<file path="src/rtl/alu_seq_pkg.sv">
// Shared opcode and FSM encodings for the sequential ALU.
package alu_seq_pkg;

  localparam int OP_W = 3;

  typedef enum logic [OP_W-1:0] {
    OP_ADD  = 3'd0,
    OP_SUB  = 3'd1,
    OP_MUL  = 3'd2,
    OP_DIV  = 3'd3,
    OP_LAND = 3'd4,
    OP_AND  = 3'd5,
    OP_RAND = 3'd6,
    OP_CAT  = 3'd7
  } opcode_e;

  typedef enum logic [1:0] {
    ST_IDLE = 2'd0,
    ST_DIV  = 2'd1,
    ST_DONE = 2'd2
  } state_e;

endpackage

</file>
<file path="src/rtl/alu_div_iter.sv">
// Iterative restoring divider: one quotient bit per cycle, DATA_W cycles.
// done is asserted during the last iteration cycle and quotient/remainder
// then present that iteration's result, so the caller can register it on
// the same edge that retires the divide.
module alu_div_iter #(
  parameter int DATA_W = 4
) (
  input  logic              clk,
  input  logic              rst_n,
  input  logic              start,
  input  logic [DATA_W-1:0] dividend,
  input  logic [DATA_W-1:0] divisor,
  output logic              busy,
  output logic              done,
  output logic [DATA_W-1:0] quotient,
  output logic [DATA_W-1:0] remainder
);

  localparam int CW = $clog2(DATA_W + 1);

  logic [CW-1:0]     cnt_q;
  logic [DATA_W-1:0] quo_q, rem_q, dsr_q;
  logic [DATA_W-1:0] quo_nxt, rem_nxt;
  logic [DATA_W:0]   rsh, diff;
  logic              ge;

  // One shift/subtract step: bring in the next dividend bit, subtract if it fits.
  always_comb begin
    rsh     = {rem_q, quo_q[DATA_W-1]};
    diff    = rsh - {1'b0, dsr_q};
    ge      = (rsh >= {1'b0, dsr_q});
    rem_nxt = ge ? diff[DATA_W-1:0] : rsh[DATA_W-1:0];
    quo_nxt = {quo_q[DATA_W-2:0], ge};
  end

  assign busy      = (cnt_q != '0);
  assign done      = (cnt_q == CW'(1));
  assign quotient  = quo_nxt;
  assign remainder = rem_nxt;

  // Load operands on start, then iterate until the counter drains.
  always_ff @(posedge clk) begin
    if (!rst_n) begin
      cnt_q <= '0;
      quo_q <= '0;
      rem_q <= '0;
      dsr_q <= '0;
    end else if (start) begin
      cnt_q <= CW'(DATA_W);
      quo_q <= dividend;
      rem_q <= '0;
      dsr_q <= divisor;
    end else if (busy) begin
      cnt_q <= cnt_q - CW'(1);
      quo_q <= quo_nxt;
      rem_q <= rem_nxt;
    end
  end

endmodule

</file>
<file path="src/rtl/alu_seq.sv">
// Sequential 8-opcode ALU with valid/ready handshakes, registered result,
// status flags and an iterative divider. One operation in flight at most.
import alu_seq_pkg::*;

module alu_seq #(
  parameter int DATA_W = 4
) (
  input  logic                clk,
  input  logic                rst_n,
  input  logic                in_valid,
  output logic                in_ready,
  input  logic [DATA_W-1:0]   a,
  input  logic [DATA_W-1:0]   b,
  input  logic [OP_W-1:0]     opcode,
  output logic                out_valid,
  input  logic                out_ready,
  output logic [2*DATA_W-1:0] y,
  output logic [DATA_W-1:0]   rem,
  output logic                carry,
  output logic                zero,
  output logic                div0
);

  localparam int YW = 2 * DATA_W;

  state_e            state_q, state_d;
  opcode_e           op;
  logic              accept, is_div, div_start;
  logic              div_busy, div_done;
  logic [DATA_W-1:0] div_q, div_r;
  logic [DATA_W:0]   sum, dif;
  logic [YW-1:0]     res_y;
  logic [DATA_W-1:0] res_rem;
  logic              res_carry, res_div0;

  assign op = opcode_e'(opcode);

  alu_div_iter #(.DATA_W(DATA_W)) u_div (
    .clk       (clk),
    .rst_n     (rst_n),
    .start     (div_start),
    .dividend  (a),
    .divisor   (b),
    .busy      (div_busy),
    .done      (div_done),
    .quotient  (div_q),
    .remainder (div_r)
  );

  // Handshake and next-state; in_ready is gated by rst_n so nothing is
  // accepted while reset is held.
  always_comb begin
    state_d  = state_q;
    in_ready = 1'b0;
    case (state_q)
      ST_IDLE: in_ready = 1'b1;
      ST_DONE: in_ready = out_ready;
      default: in_ready = 1'b0;
    endcase
    if (!rst_n) in_ready = 1'b0;

    accept    = in_valid && in_ready;
    // Divide by zero resolves in a single cycle, so only b!=0 goes iterative.
    is_div    = (op == OP_DIV) && (b != '0);
    div_start = accept && is_div;

    case (state_q)
      ST_IDLE: begin
        if (accept) state_d = is_div ? ST_DIV : ST_DONE;
      end
      ST_DIV: begin
        if (div_done)      state_d = ST_DONE;
        else if (!div_busy) state_d = ST_IDLE; // divider lost its op: recover
      end
      ST_DONE: begin
        if (accept)         state_d = is_div ? ST_DIV : ST_DONE;
        else if (out_ready) state_d = ST_IDLE;
      end
      default: state_d = ST_IDLE;
    endcase
  end

  // State register.
  always_ff @(posedge clk) begin
    if (!rst_n) state_q <= ST_IDLE;
    else        state_q <= state_d;
  end

  assign out_valid = (state_q == ST_DONE);

  // Single-cycle datapath for every opcode except a real (b!=0) divide.
  always_comb begin
    sum       = {1'b0, a} + {1'b0, b};
    dif       = {1'b0, a} - {1'b0, b};
    res_y     = '0;
    res_rem   = '0;
    res_carry = 1'b0;
    res_div0  = 1'b0;
    case (op)
      OP_ADD: begin
        res_y     = YW'(sum);
        res_carry = sum[DATA_W];
      end
      OP_SUB: begin
        res_y     = {{DATA_W{dif[DATA_W]}}, dif[DATA_W-1:0]};
        res_carry = dif[DATA_W];
      end
      OP_MUL:  res_y = YW'(a) * YW'(b);
      OP_DIV: begin
        res_y    = '1;
        res_rem  = a;
        res_div0 = 1'b1;
      end
      OP_LAND: res_y = YW'((a != '0) && (b != '0));
      OP_AND:  res_y = YW'(a & b);
      OP_RAND: res_y = YW'(&a);
      OP_CAT:  res_y = {a, b};
      default: res_y = '0;
    endcase
  end

  // Result registers: loaded on a single-cycle accept or when the divide retires.
  always_ff @(posedge clk) begin
    if (!rst_n) begin
      y     <= '0;
      rem   <= '0;
      carry <= 1'b0;
      zero  <= 1'b0;
      div0  <= 1'b0;
    end else if (accept && !is_div) begin
      y     <= res_y;
      rem   <= res_rem;
      carry <= res_carry;
      zero  <= (res_y == '0);
      div0  <= res_div0;
    end else if (state_q == ST_DIV && div_done) begin
      y     <= YW'(div_q);
      rem   <= div_r;
      carry <= 1'b0;
      zero  <= (div_q == '0);
      div0  <= 1'b0;
    end
  end

endmodule

</file>
<file path="config.mk">
export PLATFORM = sky130hd
export DESIGN_NAME = alu_seq
export DESIGN_NICKNAME = d
export VERILOG_FILES = /design/src/rtl/alu_seq_pkg.sv /design/src/rtl/alu_div_iter.sv /design/src/rtl/alu_seq.sv
export SDC_FILE = /design/constraint.sdc
export NUM_CORES = 1
export LEC_CHECK = 0
export BUFFER_PORTS_ARGS = -buffer_cell sky130_fd_sc_hd__buf_2
export CAP_MARGIN = 20
export CORE_MARGIN = 2
export CORE_UTILIZATION = 63
export DETAILED_ROUTE_END_ITERATION = 8
export GPL_ROUTABILITY_DRIVEN = 0
export MAX_ROUTING_LAYER = met4
export PLACE_DENSITY = 0.85
export SLEW_MARGIN = 20
export SYNTH_ARGS = -nofsm -noshare
export SYNTH_HDL_FRONTEND = slang
export SYNTH_SLANG_ARGS = --single-unit
</file>
<file path="constraint.sdc">
create_clock -name clk -period 7.73 [get_ports clk]
set_input_delay 1.546 -clock clk [delete_from_list [all_inputs] [get_ports clk]]
set_output_delay 1.546 -clock clk [all_outputs]
set_load 0.005 [all_outputs]
</file>
; ---- After elaboration in Yosys (flattened, before gate mapping)
; Index checks and enable logic that the tools add are counted.
[op_classes]
n_lt_le_gt_ge = 1
n_addsub = 4
n_reduce_logical = 19
eq_ne = 13
mul = 1
mux = 27
bitwise = 2
[op_table]
columns = operator, n
row1 = one-hot mux 8 bit (8 select lines), 1
row2 = 2-to-1 mux 4 bit, 6
row3 = 2-to-1 mux 8 bit, 2
row4 = "equality test 3 bit, second input constant", 4
row5 = 2-to-1 mux 2 bit, 6
row6 = logical NOT 8 bit, 1
row7 = multiplier 4 x 4 -> 8 bit, 1
row8 = nonzero test 4 bit, 2
row9 = 2-to-1 mux 1 bit, 7
row10 = "equality test 3 x 1 -> 1 bit, second input constant", 2
row11 = "equality test 3 x 2 -> 1 bit, second input constant", 2
row12 = logical AND 1 bit, 6
row13 = 2-to-1 mux 3 bit, 2
row14 = one-hot mux 2 bit (3 select lines), 1
row15 = adder 4 x 4 -> 5 bit, 1
row16 = greater-or-equal comparator 5 x 4 -> 1 bit, 1
row17 = subtractor 4 x 4 -> 5 bit, 1
row18 = bitwise AND 4 bit, 1
row19 = logical NOT 4 bit, 1
row20 = one-hot mux 1 bit (2 select lines), 2
row21 = AND reduction 4 bit, 1
row22 = nonzero test 2 bit, 2
row23 = subtractor 4 bit, 1
row24 = logical NOT 3 bit, 1
row25 = other kinds (12), 12
[word_totals]
elab_cells = 78
input_bits = 15
ff_bits = 32
output_inout_bits = 17

; ---- Depth between registers and ports, before layout
; Gate-level depths: netlist of run 1.
[depth]
word_depth = 6
ltp_mapped = 13

; ---- By module
; From an unflattened synthesis of run 1, not the netlist that was laid out.
[unflattened]
cells_unflattened = 332
area_unflattened_um2 = 2761.4
[modules_own_cells]
columns = module, seq_area_each_um2, area_per_inst_um2, instances, cells_per_inst
row1 = alu_seq, 340.3, 1826.8, 1, 227
row2 = alu_div_iter, 300.3, 934.6, 1, 105

; ---- Worst setup path after synthesis of run 1
; OpenSTA, ideal clock, no wires.
[synth_path]
kind = input port to flip-flop
from = in a[0]
to = reg zero
setup_ns = 0.059
arrival_time_ns = 4.234
path_buffers = 0
slack_ns = 3.436
path_stages = 11
cell_sequence = nand2_1 -> fa_1 -> inv_1 -> fa_1 -> ha_1 -> a211o_1 -> a21oi_2 -> mux2i_1 -> a311o_1 -> nor4_2 -> a32o_2
[synth_between]
elab_chain_cells = 5
[synth_rtl]
columns = element, line_no
row1 = "start, declared", alu_seq.sv:12  ; input logic [DATA_W-1:0] a,
row2 = branches (longest 2 deep; another with multiplier 4 x 4 -> 8 bit), --
row3 = one-hot mux 8 bit (8 select lines) *, alu_seq.sv:99  ; case (op)
row4 = logical NOT 8 bit *, alu_seq.sv:134  ; zero <= (res_y == '0);
row5 = 2-to-1 mux 1 bit *, alu_seq.sv:130  ; end else if (accept && !is_div) begin
row6 = "end signal, assigned", alu_seq.sv:134
row7 = "end signal, assigned", alu_seq.sv:140  ; zero <= (div_q == '0);
row8 = "end, declared", alu_seq.sv:20  ; output logic zero,
; Every way passes the cells marked *.
; A chain may end at the register's enable or synchronous reset.

; ---- Worst setup path in the final report of run 1
[layout_path]
from = in a[1]
to = reg zero
; The elaborated chain is that of the path after synthesis.

==> results.cfg, run 1 <==
[clock_network]
post_cts_buffers = 0
clockBufferDepth = 2
cts_root_buffer = clkbuf_8
cts_made_buffers = 5
htree_levels = 2
path_clk_slew_ns = 0.06
cts_resized = 0
cts_hold_buffers = 0
cts_tree = yes
cts_sinks = 32
clk_latency_ns = 0.29

[cells_and_area]
antenna_cells = 0
post-route-cell-area_um2 = 2913
drive_gt1_share_pct = 14.53
finish.utilization_pct = 72.30
num-nets-final = 406
synthToLayoutAreaGrowth_pct = 9.604

[sta]
rsz0062_at_grt = false
final_hold_viol_count = 0
max_slew_margin_pct = 32.50
period_share_pct = 57.94
report.final.slew_viol_count = 0
final.setup.tns_ns = 0
skew_ns = 0.005210
setup_violations = 0
fin_crit_ns = 4.479
max_freq_mhz = 223.3
tightest_slew_ns = 1.010
whs_ns = 0.4563

[placement]
port_buffers = 31
dp_hpwl_um = 5208
post_dp_cell_area_um2 = 2805

[setup_path]
worstPathArrival_ns = 4.71
critPathKind = primary input to flop
reg2reg_slack_ns = 5.62
path_max_fanout = 12
crit_chain = buf_2 > nand2_1 > fa_1 > inv_1 > fa_1 > inv_1 > fa_1 > xor2_1 > a221oi_1 > a311oi_1 > nand3_1 > nor4_2 > a32o_2
crit_required_ns = 7.96
cp-end-kind = flop
slowest_delay_ns = 0.56
worst_setup_path_start_kind = primary input
r2r.worst_path.cells = 6
slowest_stage = fa_1
cpMostUsedCell = fa_1

[floorplan]
die_area_um2 = 4754
die_h_um = 68.95
initial_core_util_pct = 65.96
coreArea_um2 = 4029
rows = 23
ios = 32
die_x_um = 68.95

[route]
vias_per_cell = 6.309
drtPass1Iterations = 5
vias = 2574
routed_wl_um = 6958
drc = 0
drtAntennaViolNets = 0
wl_per_cell_um = 17.05
first_iter_violations = 233

[power_and_ir_drop]
total_power_mw = 0.5929
p_per_area_nw_per_um2 = 203.5
leakage_nw = 1.266
peakVddDrop_mv = 0.1379

[grt]
grt_pass1_vias = 2423
track_usage_pct = 34.39
grt_pass1_wl_um = 11680
grt_max_degree = 22
grt_overflow = 0
antenna_found_initial = 0

[logic_synthesis]
synth_edf_count = 0
synth.distinct_cells = 58
synth_area_leaders = dfxtp_1 24%, ha_1 13%, fa_1 5.3%, nand2_1 4.9%, nor2_1 4.8%
ys_warn_count = 0
yosysSeqAreaShare_pct = 24.11
synth_top_area_cell = dfxtp_1
synth.top_cell.area_share_pct = 24.11
syn_nets = 384
synthArstFlopShare_pct = 0
syn_inst = 335
synth_ff_type = dfxtp_1
syn_avg_cell_area_um2 = 7.933
synth-seq-cells = 32
synth.cell_area_um2 = 2658

[min_path]
hold_depth = 2
hold_class = flop to flop

[run]
drv_cap = 0

[outcome]
outcome = finished clean
-- worst max-delay path, delay by kind of cell --
kind	cells	cell delay [ns]
adder cells (fa/ha/maj)	3	1.51
AO/OA/AOI/OAI	3	0.69
AND/OR/NAND/NOR	3	0.48
buffers and inverters	3	0.35
XOR/XNOR	1	0.14
-- report_power, final --
part           internal (mW)  leakage, nW  switching, mW
logic                 0.0914        0.949          0.137
registers              0.188        0.261         0.0174
clock network         0.0956       0.0552         0.0632
-- kinds of logic (layout without fill, tap and decap cells) --
family,after synthesis,in the layout,share of synthesized area [%]
AOI/OAI and AO/OA,91,91,23.49
xor gates and xnor gates,7,7,2.307
adders and majority gates,34,34,17.98
buffers and inverters,39,62,5.885
DFF,32,32,24.11
muxes,6,6,2.260
and+or+nand+nor,126,126,23.96
-- sequential cells by signal (all words and copies together), names as in the netlist --
signal       count
u_div.quo_q      4
div0             1
u_div.rem_q      4
carry            1
zero             1
u_div.cnt_q      3
rem              4
state_q          2
y                8
u_div.dsr_q      4
-- stage by stage --
step           setup slack, ns  instances
3_3_place_gp             3.113        400
4_1_cts                  3.311        408
5_1_grt                  3.017        408
2_1_floorplan            3.436        335
6_report                 3.251        408
3_5_place_dp             3.049        400
-- layout make-up --
type	instances	area (um^2)
tap	50	62.56
sequential	32	640.6
multi-input combinational	264	1861
timing repair buffer	31	155.1
inverter	23	86.33
clock buffer	6	72.57
fill	347	1116
clock inverter	2	35.03
-- final timing paths --
| path | startpoint | end |
|---|---|---|
| min reg2reg | u_div.rem_q[3] | u_div.rem_q[3] |
| max | a[1] | zero |
| max reg2reg | u_div.cnt_q[1] | zero |
| min | u_div.rem_q[3] | u_div.rem_q[3] |
-- cells in the final DEF, fill, tap and decap left out, types with 9 or more instances in the layout --
cell type  count
nand2_1       35
o211ai_1      10
ha_1          27
buf_2         31
dfxtp_1       32
nand2b_1      11
inv_1         21
nor2b_1        9
nor2_1        34
a21oi_1       22
-- metal layers --
layer,routed length (um),vias up,global-route usage (%)
li1,-,1239,-
met1,2978,1186,43.31
met2,3263,127,54.93
met3,549,22,7.955
met4,167,0,10.54
met5,0,-,-
-- cells in the mapped netlist, drive strengths merged (4+ instances only) --
library cell,number
nand2,35
nor2,34
dfxtp,32
ha,27
a21oi,23
inv,23
o21ai,13
nand2b,11
o211ai,10
buf,9
nor2b,9
a22oi,7
and2,7
clkbuf,7
fa,7
nand3,7
a31oi,6
mux2i,6
nor3,6
xor2,6
a311oi,4
or2,4
(Power assumes the default switching activity.)
==> inputs of run 2 (changes only) <==
--- a/config.mk
+++ b/config.mk
@@ -8,11 +8,11 @@
 export BUFFER_PORTS_ARGS = -buffer_cell sky130_fd_sc_hd__buf_2
 export CAP_MARGIN = 20
 export CORE_MARGIN = 2
-export CORE_UTILIZATION = 63
+export CORE_UTILIZATION = 59
 export DETAILED_ROUTE_END_ITERATION = 8
 export GPL_ROUTABILITY_DRIVEN = 0
 export MAX_ROUTING_LAYER = met4
-export PLACE_DENSITY = 0.85
+export PLACE_DENSITY = 0.81
 export SLEW_MARGIN = 20
 export SYNTH_ARGS = -nofsm -noshare
 export SYNTH_HDL_FRONTEND = slang
==> constraint.sdc (replaced) <==
create_clock -name clk -period 4.3 [get_ports clk]
set_input_delay 0.86 -clock clk [delete_from_list [all_inputs] [get_ports clk]]
set_output_delay 0.86 -clock clk [all_outputs]
set_load 0.005 [all_outputs]
==> run 2 against run 1 <==
  * Largest cell class unchanged
  * Count of clock-buffer cells in the layout unchanged
  * Final cell count increased by 1.2%
  * Sequential share of layout area decreased by 0.19 points
  * Sequential cell count unchanged
  * Combinational power increased by 82%
==> results.cfg, run 2 (same netlist as run 1, synthesis figures left out) <==
[outcome]
outcome = finished clean

[clock_network]
cts_resized = 0
clk_latency_ns = 0.29
cts_hold_buffers = 0
cts_made_buffers = 5
htree_levels = 2
clockBufferDepth = 2
cts_root_buffer = clkbuf_8
cts_tree = yes
cts_sinks = 32
post_cts_buffers = 0
path_clk_slew_ns = 0.07

[sta]
setup_ws_ns = 0.5260
period_share_pct = 87.77
final_hold_viol_count = 0
max_freq_mhz = 265.0
final.setup.tns_ns = 0
setup_violations = 0
rsz0062_at_grt = false
skew_ns = 0.008112
report.final.slew_viol_count = 0
max_slew_margin_pct = 49.74
tightest_slew_ns = 0.7523
fin_crit_ns = 3.774

[cells_and_area]
regMostFlops = y
synthToLayoutAreaGrowth_pct = 10.55
drive_gt1_share_pct = 15.24
final_common_cell = nand2_1
ff_latch_area_um2 = 640.6
post-route-cell-area_um2 = 2938
nFillCells = 361
multiInputGateArea_um2 = 1861
mostFrequentLayoutCells = 35 x nand2_1, 34 x nor2_1, 32 x dfxtp_1
antenna_cells = 0
largest_register_ffs = 8
num-nets-final = 409

[setup_path]
r2r.worst_path.cells = 8
cp-end-kind = flop
slowest_stage = fa_1
cpMostUsedCell = fa_1
critPathKind = primary input to flop
worstPathArrival_ns = 4.00
worst_setup_path_start_kind = primary input
reg2reg_slack_ns = 2.23
crit_chain = buf_2 > nand2_1 > fa_1 > inv_1 > fa_1 > ha_1 > a211o_1 > a21oi_2 > mux2i_1 > a311o_1 > nor4_2 > a32o_2
rr_startpoint = u_div.dsr_q[1]
path_max_fanout = 12
crit_end = zero
worst_r2r_endpoint = zero
crit_required_ns = 4.53
startpoint = a[1]
slowest_delay_ns = 0.52

[power_and_ir_drop]
peakVddDrop_mv = 0.3673
p_per_area_nw_per_um2 = 364.1
leakage_nw = 1.279

[floorplan]
coreArea_um2 = 4354
rows = 24
die_area_um2 = 5057
die_x_um = 71.12
ios = 32
initial_core_util_pct = 61.03
die_h_um = 71.12

[grt]
grt_overflow = 0
track_usage_pct = 28.79
antenna_found_initial = 0
grt_max_degree = 22
grt_pass1_wl_um = 11290
grt_pass1_vias = 2364

[route]
routed_wl_um = 6771
wl_per_cell_um = 16.39
drtAntennaViolNets = 0
drc = 0
vias = 2615
vias_per_cell = 6.332
drtPass1Iterations = 5
first_iter_violations = 301

[placement]
dp_hpwl_um = 5128
port_buffers = 31
dpl_worst_slack_ns = 0.2535
post_dp_cell_area_um2 = 2830

[run]
drv_cap = 0

[min_path]
hold_class = flop to flop
-- run 2: worst min path at each step --
| stage | startpoint | endpoint | slack, ns | cells past startpoint |
|---|---|---|---|---|
| 2_1_floorplan | u_div.rem_q[3] | u_div.rem_q[3] | 0.43 | 2 |
| 3_3_place_gp | u_div.rem_q[3] | u_div.rem_q[3] | 0.44 | 2 |
| 3_5_place_dp | u_div.dsr_q[2] | u_div.dsr_q[2] | 0.45 | 2 |
| 4_1_cts | u_div.dsr_q[2] | u_div.dsr_q[2] | 0.46 | 2 |
| 5_1_grt | u_div.dsr_q[3] | u_div.dsr_q[3] | 0.50 | 2 |
| 6_report | u_div.dsr_q[2] | u_div.dsr_q[2] | 0.46 | 2 |
-- run 2: cell type report --
class | instances | share of cell area [%]
Multi-Input combinational cell | 264 | 63.33
Sequential cell | 32 | 21.81
Timing Repair Buffer | 34 | 6.048
Inverter | 23 | 2.939
Clock buffer | 6 | 2.470
Tap cell | 52 | 2.215
Clock inverter | 2 | 1.193
-- run 2: routing by layer --
metal | part of all wire, % | vias up | track usage, %
li1 | - | 1249 | -
met1 | 46 | 1226 | 40.82
met2 | 44 | 122 | 42.16
met3 | 8.5 | 18 | 5.413
met4 | 1.7 | 0 | 7.757
met5 | 0 | - | -
-- run 2: where the power goes --
group,internal [mW],switching [mW],total (mW)
clock,0.172,0.113,0.285
combinational,0.168,0.247,0.415
sequential,0.338,0.0315,0.370
total,0.678,0.392,1.07
-- run 2: worst max-delay path: cells and delay by family --
| family | cells | cell delay (ns) |
|---|---|---|
| compound gates | 4 | 1.02 |
| buf+inv | 2 | 0.31 |
| fa+ha+maj | 3 | 1.34 |
| simple gates | 2 | 0.38 |
| mux | 1 | 0.08 |
-- run 2: through the flow --
| stage | hold slack (ns) | total power [mW] | util, % | cells |
|---|---|---|---|---|
| after floorplan | 0.4323 | 0.6814 | - | 335 |
| after global placement | 0.4449 | 0.7731 | 65.00 | 405 |
| after detailed placement | 0.4493 | 0.7805 | 65.00 | 405 |
| after CTS | 0.4587 | 1.069 | 67.47 | 413 |
| after global routing | 0.4969 | 1.137 | 67.47 | 413 |
| final | 0.4604 | 1.070 | 67.47 | 413 |
